File: src/rtl/loop_stim_if.sv
// Stream bundle between a stimulus source/result sink and the loop stimulus driver.
// The master side feeds vectors and the loop net; the slave side is the driver itself.
interface loop_stim_if #(
  parameter int VEC_W = 8,
  parameter int CNT_W = 5
);
  logic             s_valid;
  logic             s_ready;
  logic [VEC_W-1:0] s_vec;
  logic [VEC_W-1:0] drv_vec;
  logic             loop_net;
  logic             busy;
  logic             r_valid;
  logic             r_ready;
  logic [VEC_W-1:0] r_vec;
  logic [CNT_W-1:0] r_toggles;
  logic             r_osc;
  logic             r_final;

  modport master (
    output s_valid, s_vec, loop_net, r_ready,
    input  s_ready, drv_vec, busy, r_valid, r_vec, r_toggles, r_osc, r_final
  );

  modport slave (
    input  s_valid, s_vec, loop_net, r_ready,
    output s_ready, drv_vec, busy, r_valid, r_vec, r_toggles, r_osc, r_final
  );
endinterface

File: src/rtl/loop_stim_driver.sv
// Drives stimulus vectors onto a feedback-loop block and counts transitions of one
// asynchronous loop net over a settle window, returning one result per vector.
//
// state  | meaning
// IDLE   | waiting for a vector, s_ready high
// APPLY  | vector driven, two cycles to flush the synchronizer
// SETTLE | SETTLE_CYC cycles of toggle counting
// REPORT | result held until the consumer takes it
module loop_stim_driver #(
  parameter int VEC_W      = 8,
  parameter int SETTLE_CYC = 16,
  parameter int OSC_THRESH = 2,
  parameter int CNT_W      = 5
) (
  input logic        clk,
  input logic        rst_n,
  loop_stim_if.slave bus
);

  typedef enum logic [1:0] {IDLE, APPLY, SETTLE, REPORT} state_t;

  localparam int PH_W = $clog2(SETTLE_CYC + 2);
  localparam logic [CNT_W-1:0] CNT_MAX = '1;

  state_t           state;
  state_t           state_nxt;
  logic [PH_W-1:0]  phase;
  logic             sync1;
  logic             sync2;
  logic             prev;
  logic [CNT_W-1:0] cnt;
  logic [CNT_W-1:0] cnt_inc;
  logic [VEC_W-1:0] drv_vec;
  logic [CNT_W-1:0] r_toggles;
  logic             r_osc;
  logic             r_final;
  logic             toggle;
  logic             accept;
  logic             handshake;
  logic             apply_done;
  logic             settle_done;
  logic             s_ready;
  logic             busy;
  logic             r_valid;

  assign toggle      = sync2 ^ prev;
  assign apply_done  = (state == APPLY) && (phase == PH_W'(1));
  assign settle_done = (state == SETTLE) && (phase == PH_W'(SETTLE_CYC - 1));
  assign accept      = bus.s_valid & s_ready;
  assign handshake   = r_valid & bus.r_ready;
  // Counter sticks at all-ones so long oscillations never wrap to a small count.
  assign cnt_inc     = (toggle && (cnt != CNT_MAX)) ? cnt + 1'b1 : cnt;

  always_ff @(posedge clk) begin
    if (!rst_n) state <= IDLE;
    else        state <= state_nxt;
  end

  always_comb begin
    state_nxt = state;
    case (state)
      IDLE:    if (accept)      state_nxt = APPLY;
      APPLY:   if (apply_done)  state_nxt = SETTLE;
      SETTLE:  if (settle_done) state_nxt = REPORT;
      REPORT:  if (handshake)   state_nxt = IDLE;
      default:                  state_nxt = IDLE;
    endcase
  end

  always_comb begin
    s_ready = 1'b0;
    busy    = 1'b0;
    r_valid = 1'b0;
    case (state)
      IDLE:    s_ready = rst_n;
      APPLY:   busy    = 1'b1;
      SETTLE:  busy    = 1'b1;
      REPORT: begin
        busy    = 1'b1;
        r_valid = 1'b1;
      end
      default: ;
    endcase
  end

  always_ff @(posedge clk) begin
    if (!rst_n) begin
      sync1     <= 1'b0;
      sync2     <= 1'b0;
      prev      <= 1'b0;
      phase     <= '0;
      cnt       <= '0;
      drv_vec   <= '0;
      r_toggles <= '0;
      r_osc     <= 1'b0;
      r_final   <= 1'b0;
    end else begin
      sync1 <= bus.loop_net;
      sync2 <= sync1;
      prev  <= sync2;
      case (state)
        IDLE: begin
          if (accept) begin
            drv_vec <= bus.s_vec;
            cnt     <= '0;
            phase   <= '0;
          end
        end
        APPLY: begin
          phase <= apply_done ? '0 : phase + 1'b1;
        end
        SETTLE: begin
          cnt   <= cnt_inc;
          phase <= phase + 1'b1;
          if (settle_done) begin
            r_toggles <= cnt_inc;
            r_osc     <= (cnt_inc >= CNT_W'(OSC_THRESH));
            r_final   <= sync2;
          end
        end
        default: ;
      endcase
    end
  end

  assign bus.s_ready   = s_ready;
  assign bus.busy      = busy;
  assign bus.r_valid   = r_valid;
  assign bus.drv_vec   = drv_vec;
  assign bus.r_vec     = drv_vec;
  assign bus.r_toggles = r_toggles;
  assign bus.r_osc     = r_osc;
  assign bus.r_final   = r_final;

endmodule

File: src/flat_wrapper.sv
// flat-port wrapper written by rule: the top's interface ports become plain ports
module loop_stim_driver_flat 
#(
  parameter int VEC_W      = 8,
  parameter int SETTLE_CYC = 16,
  parameter int OSC_THRESH = 2,
  parameter int CNT_W      = 5
)
  (clk, rst_n, bus_s_valid, bus_s_vec, bus_loop_net, bus_r_ready, bus_s_ready, bus_drv_vec, bus_busy, bus_r_valid, bus_r_vec, bus_r_toggles, bus_r_osc, bus_r_final);
  loop_stim_if #(.VEC_W(VEC_W), .CNT_W(CNT_W)) bus_i ();
  input logic clk;
  input logic rst_n;
  input wire logic [$bits(bus_i.s_valid)-1:0] bus_s_valid;
  input wire logic [$bits(bus_i.s_vec)-1:0] bus_s_vec;
  input wire logic [$bits(bus_i.loop_net)-1:0] bus_loop_net;
  input wire logic [$bits(bus_i.r_ready)-1:0] bus_r_ready;
  output wire logic [$bits(bus_i.s_ready)-1:0] bus_s_ready;
  output wire logic [$bits(bus_i.drv_vec)-1:0] bus_drv_vec;
  output wire logic [$bits(bus_i.busy)-1:0] bus_busy;
  output wire logic [$bits(bus_i.r_valid)-1:0] bus_r_valid;
  output wire logic [$bits(bus_i.r_vec)-1:0] bus_r_vec;
  output wire logic [$bits(bus_i.r_toggles)-1:0] bus_r_toggles;
  output wire logic [$bits(bus_i.r_osc)-1:0] bus_r_osc;
  output wire logic [$bits(bus_i.r_final)-1:0] bus_r_final;
  assign bus_i.s_valid = bus_s_valid;
  assign bus_i.s_vec = bus_s_vec;
  assign bus_i.loop_net = bus_loop_net;
  assign bus_i.r_ready = bus_r_ready;
  assign bus_s_ready = bus_i.s_ready;
  assign bus_drv_vec = bus_i.drv_vec;
  assign bus_busy = bus_i.busy;
  assign bus_r_valid = bus_i.r_valid;
  assign bus_r_vec = bus_i.r_vec;
  assign bus_r_toggles = bus_i.r_toggles;
  assign bus_r_osc = bus_i.r_osc;
  assign bus_r_final = bus_i.r_final;
  loop_stim_driver #(.VEC_W(VEC_W), .SETTLE_CYC(SETTLE_CYC), .OSC_THRESH(OSC_THRESH), .CNT_W(CNT_W)) u_core (.clk(clk), .rst_n(rst_n), .bus(bus_i));
endmodule
File: config.mk
export PLATFORM = sky130hd
export DESIGN_NAME = loop_stim_driver_flat
export DESIGN_NICKNAME = d
export VERILOG_FILES = /design/src/rtl/loop_stim_if.sv /design/src/rtl/loop_stim_driver.sv /design/src/flat_wrapper.sv
export SDC_FILE = /design/constraint.sdc
export NUM_CORES = 1
export LEC_CHECK = 0
export CORE_ASPECT_RATIO = 0.7
export CORE_MARGIN = 2
export CORE_UTILIZATION = 35
export CTS_BUF_LIST = sky130_fd_sc_hd__clkbuf_4
export DETAILED_ROUTE_END_ITERATION = 10
export PLACE_DENSITY_LB_ADDON = 0.1
export SLEW_MARGIN = 10
export SYNTH_ARGS = -nofsm -noshare
export SYNTH_HDL_FRONTEND = slang
export SYNTH_SLANG_ARGS = --single-unit
export TNS_END_PERCENT = 10
File: constraint.sdc
create_clock -name clk -period 4.05 [get_ports clk]
set_clock_uncertainty 0.1 [all_clocks]
set_input_delay 0.405 -clock clk [delete_from_list [all_inputs] [get_ports clk]]
set_output_delay 0.405 -clock clk [all_outputs]
set_load 0.02 [all_outputs]
==> impl_metrics.json <==
{
  "status": "completed",
  "ys.warnings.count": 0,
  "async_reset_ff_frac": 0,
  "synth-seq-cells": 30,
  "synth_top_area_share": 0.392,
  "slew_viol_final": 0,
  "start_util": 0.358,
  "yosysSeqAreaShare": 0.392,
  "die_h_um": 59.3,
  "worst_setup_path_start_kind": "register",
  "use_met2": 0.217,
  "antenna_found_initial": 0,
  "ys.flop_type": "dfxtp_1",
  "nNetsFinal": 237,
  "ir_drop_mv": 0.246,
  "wl_um": 3380,
  "cts_buffers": 5,
  "io_pins": 39,
  "vias_per_cell": 5.05,
  "grt_start_max_net_pins": 27,
  "p_leak_nw": 0.701,
  "cap_viol_max_count": 0,
  "hold_violations": 0,
  "r2r_start": "u_core.cnt[0]",
  "maxSlewHeadroom": 0.382,
  "netlist_instances": 182,
  "ant_nets": 0,
  "routabilityCongestion": 0.872,
  "die_area_sq_um": 4930,
  "syn-cell-area_sq_um": 1530,
  "busiest_layer": "met2",
  "drt-pass1-iter-count": 4,
  "grt_pass1_vias": 1193,
  "crit_fanout": 13,
  "synth.distinct_cells": 37,
  "core_area_sq_um": 4280,
  "post-route-period-util": 0.636,
  "grt_overflow": 0,
  "max_slew.worst_pin.slew_ns": 0.920,
  "clock-root-buffer": "clkbuf_4",
  "clockBufferDepth": 2,
  "synthTopCellsByArea": "dfxtp_1 39%, ha_1 9.0%, a21oi_1 5.2%, nor2_1 4.4%, nand2_1 4.2%",
  "endpoint_kind": "output pin",
  "p_total_mw": 0.892,
  "period_needed_ns": 2.58,
  "areaGrowthSynthToFinish_pct": 26.9,
  "postCtsHoldBufs": 0,
  "final_cell_count_no_fill": 267,
  "setup_tns_ns": 0,
  "register_area_sq_um": 601,
  "rows": 20,
  "yosys.area.top_type": "dfxtp_1",
  "drt_iter0_drc": 97,
  "multi_input_area_sq_um": 817,
  "fillerInstances": 423,
  "critPathRequiredTime_ns": 3.54,
  "hp-class": "register to register",
  "startpoint": "u_core.state[0]",
  "drc": 0,
  "clk_pin_slew_ns": 0.09,
  "dp.cells": 261,
  "synth_nets": 206,
  "crit_arrival_ns": 2.07,
  "avgSynthCellArea_sq_um": 8.41,
  "gr-usage-met3": 0.0487,
  "fmax_mhz": 388,
  "path_class": "register to output pin",
  "port_buffers": 38,
  "setup_viol": 0,
  "p_per_area_nw_per_um2": 459,
  "rsz0062_at_grt": "false",
  "clkSinkCount": 30,
  "cts_tree": "built",
  "cts_resized": 0,
  "post-cts-setup-buffers": 0,
  "synth_edf_count": 0,
  "use_met1": 0.192,
  "synth_common_cells": "30 x dfxtp_1, 18 x nor2_1, 17 x nand2_1, 16 x a21oi_1",
  "drive_gt1_frac": 0.0425,
  "htree_levels": 2,
  "clk_latency_ns": 0.33,
  "vias": 1348,
  "die_w_um": 83.0,
  "grt_pass1_wl_um": 5600,
  "wl_per_cell_um": 12.7,
  "whs_ns": 0.366,
  "grt_usage": 0.146,
  "synth_most_common_cell": "dfxtp_1",
  "antennaDiodeCount": 0,
  "place_hpwl_um": 2440,
  "min_from": "u_core.sync1"
}
==> placed cells by master, fill, tap and decap left out, types with 2 or more instances in the layout <==
| cell | synthesis | final |
|---|---|---|
| nor3_1 | 4 | 4 |
| nor2_1 | 18 | 18 |
| and3_1 | 2 | 2 |
| a21oi_1 | 16 | 16 |
| dfxtp_1 | 30 | 30 |
| o21a_1 | 3 | 3 |
| o21ai_0 | 10 | 10 |
| nand4_1 | 2 | 2 |
| inv_1 | 6 | 6 |
| a32oi_1 | 2 | 2 |
| clkbuf_4 | 0 | 5 |
| nor4b_1 | 2 | 2 |
| ha_1 | 11 | 11 |
| mux2i_1 | 2 | 2 |
| nand4b_1 | 2 | 2 |
| clkinv_1 | 1 | 2 |
| a311oi_1 | 2 | 2 |
| nand3_1 | 11 | 11 |
| nand2_1 | 17 | 17 |
| clkdlybuf4s50_1 | 0 | 38 |
| a211oi_1 | 4 | 4 |
| nor2b_1 | 3 | 3 |
| a31oi_1 | 2 | 2 |
| and2_1 | 4 | 4 |
==> through the flow <==
step | setup slack [ns] | instance area [sq um] | util
2_1_floorplan | 2.02 | 1530 | -
3_3_place_gp | 1.55 | 1900 | 0.444
3_5_place_dp | 1.51 | 1900 | 0.444
4_1_cts | 1.42 | 1940 | 0.454
5_1_grt | 1.28 | 1940 | 0.454
6_report | 1.47 | 1940 | 0.454
==> worst max-delay path, cell delays in order, from the launching register on <==
cell and delay, ns:
dfxtp_1 0.36, inv_1 0.12, ha_1 0.44, inv_1 0.11, nor2_1 0.11, clkdlybuf4s50_1 0.61
==> final timing paths <==
check	end	slack, ns	cells past startpoint
max	bus_s_ready	1.47	5
min	u_core.sync2	0.37	1
max reg2reg	u_core.bus.r_osc	1.83	6
min reg2reg	u_core.sync2	0.37	1
==> metal layers <==
| metal | share of wire | wire, um | vias up |
|---|---|---|---|
| met3 | 0.049 | 165 | 7 |
| met1 | 0.49 | 1670 | 609 |
| met5 | 0 | 0 | - |
| met4 | 0.017 | 57 | 0 |
| met2 | 0.44 | 1480 | 28 |
| li1 | - | - | 704 |
==> report_power, final <==
group          leakage (nW)  switching, mW  total [mW]  internal (mW)
sequential            0.244         0.0244       0.345          0.321
clock                0.0246         0.0963       0.155         0.0591
combinational         0.433          0.228       0.391          0.163
total                 0.701          0.348       0.892          0.543
==> logic make-up after synthesis <==
kind of cell,synth area share
mux,0.0131
buf+inv,0.0736
xor+xnor,0.00572
compound gates,0.192
fa+ha+maj,0.0899
flops,0.392
simple gates,0.233
==> cell type report <==
cell class / instances / share of cell area
clock buffer: 5 / 0.0193
clock inverter: 1 / 0.00193
inverter: 7 / 0.0135
multi-input combinational: 130 / 0.421
sequential: 30 / 0.309
tap: 55 / 0.0354
timing repair buffer: 39 / 0.200
==> registers in the layout, indices dropped and copies added, names as in the netlist <==
signal and count:
u_core.bus.drv_vec 8, u_core.state 2, u_core.bus.r_toggles 5, u_core.sync1 1
u_core.prev 1, u_core.sync2 1, u_core.bus.r_osc 1, u_core.bus.r_final 1
u_core.cnt 5, u_core.phase 5
Power figures use the tool's default switching activity.
